**src/rtl/echo_pkg.sv**
```systemverilog
`default_nettype none
// +----------------------------------------------------------------------+
// | echo_pkg: shared payload type and channel-index width helper         |
// | Rev 1.0                                                              |
// +----------------------------------------------------------------------+
package echo_pkg;

   parameter int ECHO_WIDTH = 32;

   typedef logic [ECHO_WIDTH-1:0] echo_word_t;

   function automatic int echo_chan_width(input int nchan);
      return (nchan > 1) ? $clog2(nchan) : 1;
   endfunction

endpackage
`default_nettype wire

```
**src/rtl/echo_fifo.sv**
```systemverilog
`default_nettype none
// +----------------------------------------------------------------------+
// | echo_fifo: single-channel FIFO, DEPTH entries, head visible on first  |
// | Rev 1.0                                                              |
// +----------------------------------------------------------------------+
module echo_fifo #(
   parameter int WIDTH = 32,
   parameter int DEPTH = 4
) (
   input  logic             CLK,
   input  logic             nRST,
   input  logic             enq__ENA,
   input  logic [WIDTH-1:0] enq_v,
   output logic             enq__RDY,
   input  logic             deq__ENA,
   output logic [WIDTH-1:0] first,
   output logic             first__RDY
);

   localparam int c_ptr_w = $clog2(DEPTH);
   localparam int c_cnt_w = $clog2(DEPTH + 1);
   localparam logic [c_cnt_w-1:0] c_full = c_cnt_w'(DEPTH);

   logic [WIDTH-1:0]   r_mem [DEPTH];
   logic [c_ptr_w-1:0] r_rdptr;
   logic [c_ptr_w-1:0] r_wrptr;
   logic [c_cnt_w-1:0] r_count;
   logic               w_push;
   logic               w_pop;

   assign enq__RDY   = (r_count != c_full);
   assign first__RDY = (r_count != '0);
   assign first      = first__RDY ? r_mem[r_rdptr] : '0;
   assign w_push     = enq__ENA && enq__RDY;
   assign w_pop      = deq__ENA && first__RDY;

   always_ff @(posedge CLK) begin
      if (w_push) begin
         r_mem[r_wrptr] <= enq_v;
      end
   end

   // Push at full is blocked by enq__RDY, so a same-cycle push/pop keeps the count.
   always_ff @(posedge CLK) begin
      if (!nRST) begin
         r_rdptr <= '0;
         r_wrptr <= '0;
         r_count <= '0;
      end else begin
         if (w_push) begin
            r_wrptr <= r_wrptr + 1'b1;
         end
         if (w_pop) begin
            r_rdptr <= r_rdptr + 1'b1;
         end
         case ({w_push, w_pop})
            2'b10:   r_count <= r_count + 1'b1;
            2'b01:   r_count <= r_count - 1'b1;
            default: r_count <= r_count;
         endcase
      end
   end

endmodule
`default_nettype wire

```
**src/rtl/echo_multi.sv**
```systemverilog
`default_nettype none
// +----------------------------------------------------------------------+
// | echo_multi: per-channel echo FIFOs drained round-robin to one output  |
// | Rev 1.0 -- ECHO_MULTI_COUNT_EN adds the echo_count transfer counter   |
// +----------------------------------------------------------------------+
module echo_multi
   import echo_pkg::*;
#(
   parameter int  WIDTH = 32,
   parameter int  DEPTH = 4,
   parameter int  NCHAN = 2,
   localparam int CW    = echo_chan_width(NCHAN)
) (
   input  logic             CLK,
   input  logic             nRST,
   input  logic             req__ENA,
   input  logic [CW-1:0]    req_chan,
   input  logic [WIDTH-1:0] req_v,
   output logic             req__RDY,
   output logic             ind__ENA,
   output logic [CW-1:0]    ind_chan,
   output logic [WIDTH-1:0] ind_v,
   input  logic             ind__RDY,
   output logic             busy
`ifdef ECHO_MULTI_COUNT_EN
   ,output logic [31:0]     echo_count
`endif
);

   logic [NCHAN-1:0] w_enq_ena;
   logic [NCHAN-1:0] w_enq_rdy;
   logic [NCHAN-1:0] w_deq_ena;
   logic [NCHAN-1:0] w_nonempty;
   logic [WIDTH-1:0] w_first [NCHAN];
   logic [CW-1:0]    r_rr;
   logic [CW-1:0]    r_hold_chan;
   logic             r_hold;
   logic [CW-1:0]    w_start;
   logic [CW-1:0]    w_sel;
   logic [WIDTH-1:0] w_sel_v;
   logic             w_found;
   logic             w_xfer;
   int               w_idx;

   for (genvar gi = 0; gi < NCHAN; gi++) begin : g_chan
      assign w_enq_ena[gi] = req__ENA && (req_chan == CW'(gi));
      assign w_deq_ena[gi] = w_xfer && (w_sel == CW'(gi));

      echo_fifo #(
         .WIDTH (WIDTH),
         .DEPTH (DEPTH)
      ) u_fifo (
         .CLK        (CLK),
         .nRST       (nRST),
         .enq__ENA   (w_enq_ena[gi]),
         .enq_v      (req_v),
         .enq__RDY   (w_enq_rdy[gi]),
         .deq__ENA   (w_deq_ena[gi]),
         .first      (w_first[gi]),
         .first__RDY (w_nonempty[gi])
      );
   end

   // Out-of-range channels match no FIFO and so stay not-ready.
   always_comb begin
      req__RDY = 1'b0;
      for (int i = 0; i < NCHAN; i++) begin
         if (req_chan == CW'(i)) begin
            req__RDY = w_enq_rdy[i];
         end
      end
   end

   // A stalled word pins the search start so later pushes cannot steal the slot.
   always_comb begin
      w_start = r_hold ? r_hold_chan : r_rr;
      w_found = 1'b0;
      w_sel   = '0;
      w_sel_v = '0;
      w_idx   = 0;
      for (int k = 0; k < NCHAN; k++) begin
         w_idx = int'(w_start) + k;
         if (w_idx >= NCHAN) begin
            w_idx = w_idx - NCHAN;
         end
         if (!w_found && w_nonempty[w_idx]) begin
            w_found = 1'b1;
            w_sel   = CW'(w_idx);
            w_sel_v = w_first[w_idx];
         end
      end
   end

   assign ind__ENA = w_found;
   assign ind_chan = w_sel;
   assign ind_v    = w_sel_v;
   assign busy     = |w_nonempty;
   assign w_xfer   = w_found && ind__RDY;

   always_ff @(posedge CLK) begin
      if (!nRST) begin
         r_rr        <= '0;
         r_hold      <= 1'b0;
         r_hold_chan <= '0;
      end else begin
         r_hold      <= w_found && !ind__RDY;
         r_hold_chan <= w_sel;
         if (w_xfer) begin
            r_rr <= (w_sel == CW'(NCHAN - 1)) ? '0 : w_sel + 1'b1;
         end
      end
   end

`ifdef ECHO_MULTI_COUNT_EN
   logic [31:0] r_echo_count;

   always_ff @(posedge CLK) begin
      if (!nRST) begin
         r_echo_count <= '0;
      end else if (w_xfer) begin
         r_echo_count <= r_echo_count + 32'd1;
      end
   end

   assign echo_count = r_echo_count;
`endif

endmodule
`default_nettype wire

```
**config.mk**
```make
export PLATFORM = sky130hd
export DESIGN_NAME = echo_multi
export DESIGN_NICKNAME = d
export VERILOG_FILES = /design/src/rtl/echo_pkg.sv /design/src/rtl/echo_fifo.sv /design/src/rtl/echo_multi.sv
export SDC_FILE = /design/constraint.sdc
export NUM_CORES = 1
export LEC_CHECK = 0
export CAP_MARGIN = 15
export CORE_MARGIN = 3
export CORE_UTILIZATION = 58
export CTS_CLUSTER_SIZE = 8
export DETAILED_ROUTE_END_ITERATION = 12
export MAX_ROUTING_LAYER = met4
export PLACE_DENSITY = 0.79
export SKIP_CTS_REPAIR_TIMING = 1
export SYNTH_ARGS = -nofsm -noshare
export SYNTH_HDL_FRONTEND = slang
export SYNTH_SLANG_ARGS = --single-unit
export TNS_END_PERCENT = 20
```
**constraint.sdc**
```tcl
create_clock -name CLK -period 2.85 [get_ports CLK]
set_clock_uncertainty 0.1 [all_clocks]
set_input_delay 0.57 -clock CLK [delete_from_list [all_inputs] [get_ports CLK]]
set_output_delay 0.57 -clock CLK [all_outputs]
set_load 0.02 [all_outputs]
```
## Yosys cells after proc, flatten, opt, wreduce, memory -nomap -nowiden

Memories as Yosys holds them, arrays and structs flattened. A register that Yosys moved wholly into a read port is not among the register bits.
Cells that the tools add are included.

- Reductions and logical operators: 18
- Muxes and demuxes: 35
- Bitwise logic cells: 4
- $lt $le $gt $ge: 6
- Add/sub/neg operators: 12
- Eq/ne operators: 6

Operators by type and width:

| operator | number |
|---|---|
| 32-bit 2-to-1 mux | 12 |
| 32-bit by 2-bit greater-or-equal comparator with 1-bit output, second input constant | 2 |
| 32-bit by 3-bit less-than comparator with 1-bit output, second input constant | 2 |
| 32-bit NOT | 2 |
| 1-bit 2-to-1 mux | 17 |
| 3-bit case mux with 2 select lines | 2 |
| 1-bit logical AND | 11 |
| 2-bit by 1-bit adder with 2-bit output, second input constant | 4 |
| 2-bit 2-to-1 mux | 4 |
| 3-bit by 1-bit adder with 3-bit output, second input constant | 2 |
| 3-bit inequality test, second input constant | 2 |
| 3-bit nonzero test | 2 |
| 3-bit by 1-bit subtractor with 3-bit output, second input constant | 2 |
| 2-bit by 1-bit equality test with 1-bit output, second input constant | 2 |
| 2-bit equality test, second input constant | 2 |
| 2-bit nonzero test | 2 |
| 1-bit by 2-bit subtractor with 3-bit output, second input constant | 1 |
| 2-bit by 2-bit subtractor with 3-bit output, second input constant | 1 |
| 1-bit by 1-bit adder with 2-bit output, second input constant | 1 |
| 1-bit by 2-bit greater-or-equal comparator with 1-bit output, second input constant | 1 |
| 2-bit greater-or-equal comparator, second input constant | 1 |
| 1-bit zero test | 2 |
| 1-bit NOT | 2 |
| 2-bit OR reduction | 1 |
| 1-bit adder, second input constant | 1 |

- Memory bits (writable): 256
- Flip-flop bits (word level): 17
- Memories: 2
- Word-level logic and storage cells: 92

Memories:

| memory | words | bits a word | read ports | clocked after Yosys merged registers in | write ports | RTL line | text |
|---|---|---|---|---|---|---|---|
| g_chan[0].u_fifo.r_mem | 4 | 32 | 1 | 1 | 1 | echo_fifo.sv:24 | `logic [WIDTH-1:0] r_mem [DEPTH];` |
| g_chan[1].u_fifo.r_mem | 4 | 32 | 1 | 1 | 1 | echo_fifo.sv:24 |  |

## Depth between registers and ports, before layout

Gate-level depths: netlist (run 1).

- Depth after elaboration: 15
- Depth in mapped cells: 9

## Hierarchy

From an unflattened synthesis (run 1), not the netlist that was laid out.

- Cells, all modules: 572
- Area, all modules: 11293.3 um^2

Modules (own cells, without submodules):

| module | cells each | seq. area each (um^2) | times used | area each (um^2) |
|---|---|---|---|---|
| echo_fifo | 257 | 4023.9 | 2 | 5385.2 |
| echo_multi | 58 | 60.1 | 1 | 523.0 |

## Worst setup path after synthesis (run 1)

No wires, ideal clock.

- Path type: register to register
- From: reg g_chan[0].u_fifo.r_count[0]
- To: reg g_chan[1].u_fifo.r_count[2]
- Path slack: 0.443 ns
- Clock period less this slack: 2.407 ns
- Setup time: 0.071 ns
- Arrival time: 2.236 ns
- Cell stages (with the launch flop): 9
- Path through: dfxtp_1 > or3_4 > a21oi_1 > ha_1 > inv_1 > fa_1 > xor2_1 > or3_1 > a21oi_1

- Cells in the longest elaborated chain, start to end: 13
- Elaborated cells between the ends (all ways): 20

RTL lines:

| what | RTL line | text |
|---|---|---|
| from (decl) | echo_fifo.sv:27 | `logic [c_cnt_w-1:0] r_count;` |
| from (signal assigned) | echo_fifo.sv:57 | `2'b10: r_count <= r_count + 1'b1;` |
| from (signal assigned) | echo_fifo.sv:58 | `2'b01: r_count <= r_count - 1'b1;` |
| from (signal assigned) | echo_fifo.sv:59 | `default: r_count <= r_count;` |
| 3-bit nonzero test * | echo_fifo.sv:32 | `assign first__RDY = (r_count != '0);` |
| 1-bit 2-to-1 mux (not written as such) (3 in series) | echo_multi.sv:86 | `if (!w_found && w_nonempty[w_idx]) begin` |
| 1-bit 2-to-1 mux | echo_multi.sv:86 |  |
| 1-bit zero test | echo_multi.sv:86 |  |
| 1-bit logical AND | echo_multi.sv:86 |  |
| 1-bit 2-to-1 mux | echo_multi.sv:86 |  |
| 1-bit logical AND | echo_multi.sv:98 | `assign w_xfer = w_found && ind__RDY;` |
| 1-bit logical AND * | echo_multi.sv:47 | `assign w_deq_ena[gi] = w_xfer && (w_sel == CW'(gi));` |
| 1-bit logical AND * | echo_fifo.sv:35 | `assign w_pop = deq__ENA && first__RDY;` |
| net g_chan[1].u_fifo.w_pop | echo_fifo.sv:29 | `logic w_pop;` |
| 2-bit by 1-bit equality test with 1-bit output or 2-bit equality test (tied branches) | echo_fifo.sv:56 | `case ({w_push, w_pop})` |
| 3-bit case mux with 2 select lines or 2-bit nonzero test (tied branches) | n/a |  |
| to (signal assigned) | echo_fifo.sv:57 |  |
| to (signal assigned) | echo_fifo.sv:58 |  |
| to (signal assigned) | echo_fifo.sv:59 |  |
| to (decl) | echo_fifo.sv:27 |  |

Mark *: on every way through the listed nets, which the timed path passes. The rest lies on a longest branch. The select of a mux whose other input is x is not followed.
A chain may end at the register's enable or synchronous reset.

## Final worst setup path (run 1)

- From: reg g_chan[0].u_fifo.r_count[2]
- To: out ind_v[14]

- Cells in the longest elaborated chain, start to end: 8
- Elaborated cells between the ends (all ways): 19

RTL lines:

| what | RTL line | text |
|---|---|---|
| 3-bit nonzero test * | echo_fifo.sv:32 |  |
| 1-bit 2-to-1 mux (not written as such) (3 in series) | echo_multi.sv:86 |  |
| 1-bit 2-to-1 mux | echo_multi.sv:86 |  |
| 1-bit zero test | echo_multi.sv:86 |  |
| 1-bit logical AND | echo_multi.sv:86 |  |
| 32-bit 2-to-1 mux * | echo_multi.sv:86 |  |
| to (decl) | echo_multi.sv:22 | `output logic [WIDTH-1:0] ind_v,` |

Mark *: on every way between the ends. The rest lies on a longest branch, timed or not. The select of a mux whose other input is x is not followed.

==> results of run 1 <==
-- final timing paths --
path	to	slack, ns	startpoint	cells after the start
max	ind_v[14]	-0.03	g_chan[0].u_fifo.r_count[2]	9
min	flop	0.38	g_chan[0].u_fifo.r_rdptr[1]	2
max reg2reg	g_chan[0].u_fifo.r_count[2]	0.38	g_chan[1].u_fifo.r_count[2]	9
min reg2reg	flop	0.38	g_chan[0].u_fifo.r_rdptr[1]	2
-- metal layers --
layer,global-route usage (%),wire (microns),vias to the layer above
met2,37.2,11300,221
met1,30.2,8780,2815
met4,6.87,456,0
li1,-,-,2367
met3,5.01,1640,44
met5,-,0,-
-- state kept, by name, indices dropped and copies added (netlist names), named ones only --
register               count
g_chan.u_fifo.r_count      6
g_chan.u_fifo.r_wrptr      4
r_hold_chan                1
g_chan.u_fifo.r_rdptr      4
r_rr                       1
r_hold                     1
g_chan.u_fifo.r_mem      256
-- kinds of logic after synthesis --
group	count (synthesis)	synth area share (%)
xor+xnor	4	0.325
flops	277	75.3
fa+ha+maj	12	1.53
compound gates	57	4.16
buf+inv	37	2.01
simple gates	48	2.51
mux	72	14.1
-- synthesized netlist by cell type --
cell type  instances  area, sq um
o31ai_1            2         15.0
mux2i_1            7         70.1
nand2_1            9         33.8
or3b_2             2         17.5
fa_1               2         40.0
a22o_1            31          272
a211oi_1           3         22.5
o21ai_0            6         30.0
buf_6              8         90.1
edfxtp_1         256         7690
nor3_1             1         5.00
xor2_1             4         35.0
o21a_1             1         7.51
clkbuf_1           9         33.8
or3_4              2         22.5
dfxtp_1           21          420
and2_1             3         18.8
a22o_2             1         10.0
and3_1             8         50.1
mux2_2             1         11.3
nand2b_1           4         25.0
nor2b_1            1         6.26
nand3_1            4         20.0
nor3b_1            2         15.0
mux4_2            64         1440
inv_1             14         52.6
buf_2              2         10.0
or3_1              2         12.5
nor3_2             1         10.0
ha_1              10          125
a21oi_1           10         50.1
nor2_1             9         33.8
a21oi_4            2         32.5
a21oi_2            1         8.76
buf_4              4         30.0
-- final cells by class --
| cell class | instances | area (sq um) |
|---|---|---|
| clock buffers | 56 | 1100 |
| flip-flops and latches | 277 | 8120 |
| multi-input cells | 193 | 2470 |
| repair buffers | 115 | 1270 |
| well taps | 229 | 287 |
| inverters | 14 | 52.6 |
| clock inverters | 2 | 21.3 |
| fillers | 988 | 4760 |
| diodes | 1 | 2.50 |
-- stage by stage --
step / power [mW] / instance area (sq um) / cells / hold slack (ns)
CTS: 13.4 / 13300 / 881 / 0.384
global placement: 9.05 / 12100 / 823 / 0.354
global route: 13.7 / 13300 / 887 / 0.428
finish: 13.2 / 13300 / 887 / 0.384
detailed placement: 9.11 / 12100 / 823 / 0.373
floorplan: 7.35 / 10800 / 507 / 0.345
-- critical path: stages, from the launching register on --
cell,delay (ns)
dfxtp_1,0.31
buf_4,0.15
nor3_2,0.24
buf_4,0.17
a21oi_4,0.05
buf_12,0.15
buf_4,0.13
buf_4,0.14
a22o_1,0.19
buf_4,0.15
-- power by group through the flow --
stage	registers, mW	clock network [mW]	logic [mW]
final	4.76	4.21	4.25
after global routing	4.77	4.46	4.48
after CTS	4.76	4.28	4.33
after detailed placement	4.83	0	4.28
after global placement	4.81	0	4.24
after floorplan	4.81	0	2.54
==> run_results.csv, run 1 <==
group,metric,value,unit
status,status,"finished with violations",
status,violations,"negative setup slack",
cells_and_area,syn2layout_area_growth,23.8,%
global_routing,grt_pass1_vias,5847,
drt,drtPass1Iterations,5,
clock_network,htree_levels,2,
sta,worstMarginPinSlew,0.391,ns
drt,drc,0,
sta,clock.fmax,0.347,GHz
global_routing,grt_overflow_total,0,
die,die_area,20200,sq um
clock_network,cts_root_buf,"clkbuf_16",
drt,via_count,5447,
die,rows,49,
power,p_int,9.36,mW
die,start_util,59.5,%
global_routing,grt_use_total,23.1,%
cells_and_area,drive_gt1_share,29.7,%
synthesis,ys_warn_count,0,
clock_network,insertion_delay,0.51,ns
drt,antenna_left,0,
sta,hold_viol_final,0,
min_path,hold_class,"flop to flop",
synthesis,synth_nets,556,
synthesis,synth_cell_type_count,35,
power,power.clock.fraction,31.8,%
die,coreArea,18100,sq um
power,swShare,29.2,%
sta,slew_violations,0,
sta,finalSetupViolations,3,
sta,fin_crit,2.88,ns
sta,min_period_over_period,101,%
sta,rsz0062_at_grt,"true",
power,sequentialPowerShare,36.0,%
clock_network,cts_buffers,40,
synthesis,syn_inst,507,
clock_network,cts_sinks,277,
placed_design,gp_congestion,0.834,
synthesis,yosysSeqAreaShare,75.3,%
critical_path,crit_path_max_fanout,8,
critical_path,critPathKind,"flop to output pin",
die,ioPinCount,73,
power,ir_worst_vdd,615,uV
power,p_leak,4.63,nW
cells_and_area,final_common_cell,"edfxtp_1",
power,p_switching,3.87,mW
placed_design,numPortBuffers,72,
synthesis,syn_area_per_cell,21.2,sq um
synthesis,ys_seq_elements,277,
sta,max-slew-margin-rel,73.2,%
die,die_w,142,microns
clock_network,cts_buffer_depth,3,
global_routing,grt_max_degree,25,
drt,drtIter0Drc,348,
cells_and_area,final_cell_mix,"edfxtp_1 (256), mux4_2 (64), clkbuf_16 (42)",
critical_path,cp-start-kind,"flop",
synthesis,syn_area,10800,sq um
run,maxCapViolations,0,
clock_network,tritoncts,"done",
sta,final_critical_path_setup_slack,-0.0290,ns
clock_network,clk_pin_slew,0.05,ns
cells_and_area,final_util,73.7,%
cells_and_area,nNetsFinal,690,
power,combinationalPowerShare,32.2,%
critical_path,end_kind,"output pin",
sta,tns,-0.0760,ns
global_routing,antenna_found_initial,1,
drt,wl,22200,microns
critical_path,arrival,2.21,ns
drt,vias_per_cell,6.14,
power,power_density,993,nW/um^2
global_routing,grt_pass1_wl,33500,microns
die,die_h,142,microns
drt,routedWlPerCell,25.0,microns
placed_design,dp_slack,-0.0157,ns
placed_design,hpwl,12500,microns
critical_path,worstPathRequired,2.18,ns
No activity file was read; power rests on OpenSTA's default activity.
==> inputs of run 2 (changes only) <==
--- a/config.mk
+++ b/config.mk
@@ -6,7 +6,7 @@
 export NUM_CORES = 1
 export LEC_CHECK = 0
 export CAP_MARGIN = 15
-export CORE_MARGIN = 3
+export CORE_MARGIN = 5
 export CORE_UTILIZATION = 58
 export CTS_CLUSTER_SIZE = 8
 export DETAILED_ROUTE_END_ITERATION = 12
==> run 2 against run 1 <==
- the run still ends with negative setup slack left
- largest power group unchanged
- first-iteration DRC count increased by 22%
- fmax decreased by 1.0%
- non-clock buffer count increased by 9
- design area down 0.28%
- flip-flop and latch count stayed put
- register-to-register slack worse by 0.19 ns
- worst hold slack got worse by 0.0045 ns
- global-route usage is 0.19 points lower
==> run_results.csv, run 2 (same netlist as run 1, synthesis figures left out) <==
group,metric,value,unit
power,power_density,1010,nW/um^2
sta,hold_viol_final,0,
sta,worstMarginPinSlew,0.568,ns
sta,slew_violations,0,
cells_and_area,nNetsFinal,699,
placed_design,dpl.cell_count,820,
die,rows,49,
clock_network,cts_sinks,277,
die,die_h,146,microns
die,start_util,59.3,%
power,sequentialPowerShare,35.5,%
cells_and_area,final_cell_mix,"edfxtp_1 (256), mux4_2 (64), clkbuf_16 (43)",
clock_network,insertion_delay,0.52,ns
critical_path,arrival,2.24,ns
power,power.clock.fraction,31.6,%
global_routing,antenna_found_initial,0,
drt,vias_per_cell,6.24,
cells_and_area,drive_gt1_share,31.2,%
power,ir_worst_vdd,664,uV
drt,wl,23700,microns
critical_path,cp-start-kind,"flop",
sta,fin_crit,2.91,ns
placed_design,numPortBuffers,72,
drt,drtPass1Iterations,5,
cells_and_area,final_util,73.2,%
cells_and_area,diodes,0,
cells_and_area,largestRegisters,"g_chan.u_fifo.r_mem x256, g_chan.u_fifo.r_count x6",
clock_network,cts_buffers,40,
global_routing,grt_overflow_total,0,
sta,clock.fmax,0.344,GHz
drt,antenna_left,0,
critical_path,critPathKind,"flop to output pin",
critical_path,crit_path_max_fanout,10,
critical_path,end_kind,"output pin",
cells_and_area,fin_area,13300,sq um
placed_design,gp_congestion,0.841,
clock_network,clk_pin_slew,0.05,ns
sta,min_period_over_period,102,%
cells_and_area,fin_cells,895,
min_path,hold_class,"flop to flop",
drt,drtIter0Drc,425,
cells_and_area,final_common_cell,"edfxtp_1",
sta,rsz0062_at_grt,"true",
clock_network,htree_levels,2,
cells_and_area,largest_reg_flops,256,
global_routing,grt_max_degree,33,
power,p_switching,4.00,mW
cells_and_area,syn2layout_area_growth,23.4,%
die,die_area,21400,sq um
status,violations,"negative setup slack",
power,p_leak,4.58,nW
die,coreArea,18100,sq um
run,maxCapViolations,0,
clock_network,cts_root_buf,"clkbuf_16",
sta,timing.hold.ws,0.380,ns
global_routing,grt_use_total,22.9,%
placed_design,dp_slack,-0.170,ns
die,die_w,146,microns
sta,final_critical_path_setup_slack,-0.0586,ns
sta,finalSetupViolations,9,
clock_network,tritoncts,"done",
drt,drc,0,
global_routing,grt_pass1_wl,35800,microns
power,p_int,9.44,mW
sta,max-slew-margin-rel,62.1,%
clock_network,cts_buffer_depth,3,
power,swShare,29.7,%
drt,via_count,5586,
global_routing,grt_pass1_vias,6036,
critical_path,worstPathRequired,2.18,ns
status,status,"finished with violations",
placed_design,hpwl,12900,microns
placed_design,dpl-instance-area,12000,sq um
power,combinationalPowerShare,33.0,%
drt,routedWlPerCell,26.5,microns
cells_and_area,top_register,"g_chan.u_fifo.r_mem",
die,ioPinCount,73,
run 2: cell types whose count changed in the layout (fill, tap and decap cells not counted), sizes merged:
cell and delta:
dlymetal6s2s -6, buf +10, clkbuf +5, diode -1
run 2: area by class of cell:
class / instances / area (sq um)
fillers: 996 / 4860
clock buffers: 56 / 1100
flip-flops and latches: 277 / 8120
repair buffers: 124 / 1240
multi-input cells: 193 / 2460
clock inverters: 2 / 21.3
inverters: 14 / 52.6
well taps: 229 / 287
run 2: worst paths after layout:
| check | startpoint | end | slack [ns] | cells after the start |
|---|---|---|---|---|
| worst max register to register | g_chan[1].u_fifo.r_count[0] | g_chan[1].u_fifo.r_count[2] | 0.19 | 10 |
| worst min register to register | g_chan[0].u_fifo.r_rdptr[1] | flop | 0.38 | 2 |
| worst max-delay path | g_chan[1].u_fifo.r_count[1] | ind_v[19] | -0.06 | 7 |
| worst min-delay path | g_chan[0].u_fifo.r_rdptr[1] | flop | 0.38 | 2 |
run 2: per-layer routing:
metal	global-route usage (%)	wire length [microns]	up-vias
li1	-	-	2375
met1	28.3	8930	2920
met2	39.0	12600	244
met3	4.71	1610	47
met4	6.44	616	0
met5	-	0	-
run 2: worst max-delay path: stages, from the launching register on:
cell       delay [ns]
dfxtp_1          0.37
or3_4            0.39
a21oi_4          0.24
buf_6            0.13
buf_6            0.10
clkbuf_16        0.17
a22o_1           0.17
buf_4            0.15
run 2: metrics by stage:
step	total power, mW	setup TNS [ns]
6_report	13.4	-0.264
5_1_grt	14.0	-0.832
4_1_cts	13.4	-11.10
3_5_place_dp	9.11	-0.170
3_3_place_gp	9.03	0
2_1_floorplan	7.35	0
run 2: power groups by stage:
| stage | clock (mW) | combinational [mW] | sequential (mW) |
|---|---|---|---|
| global placement | 0 | 4.22 | 4.81 |
| floorplan | 0 | 2.54 | 4.81 |
| detailed placement | 0 | 4.28 | 4.82 |
| CTS | 4.30 | 4.35 | 4.76 |
| global route | 4.53 | 4.66 | 4.77 |
| finish | 4.24 | 4.43 | 4.76 |
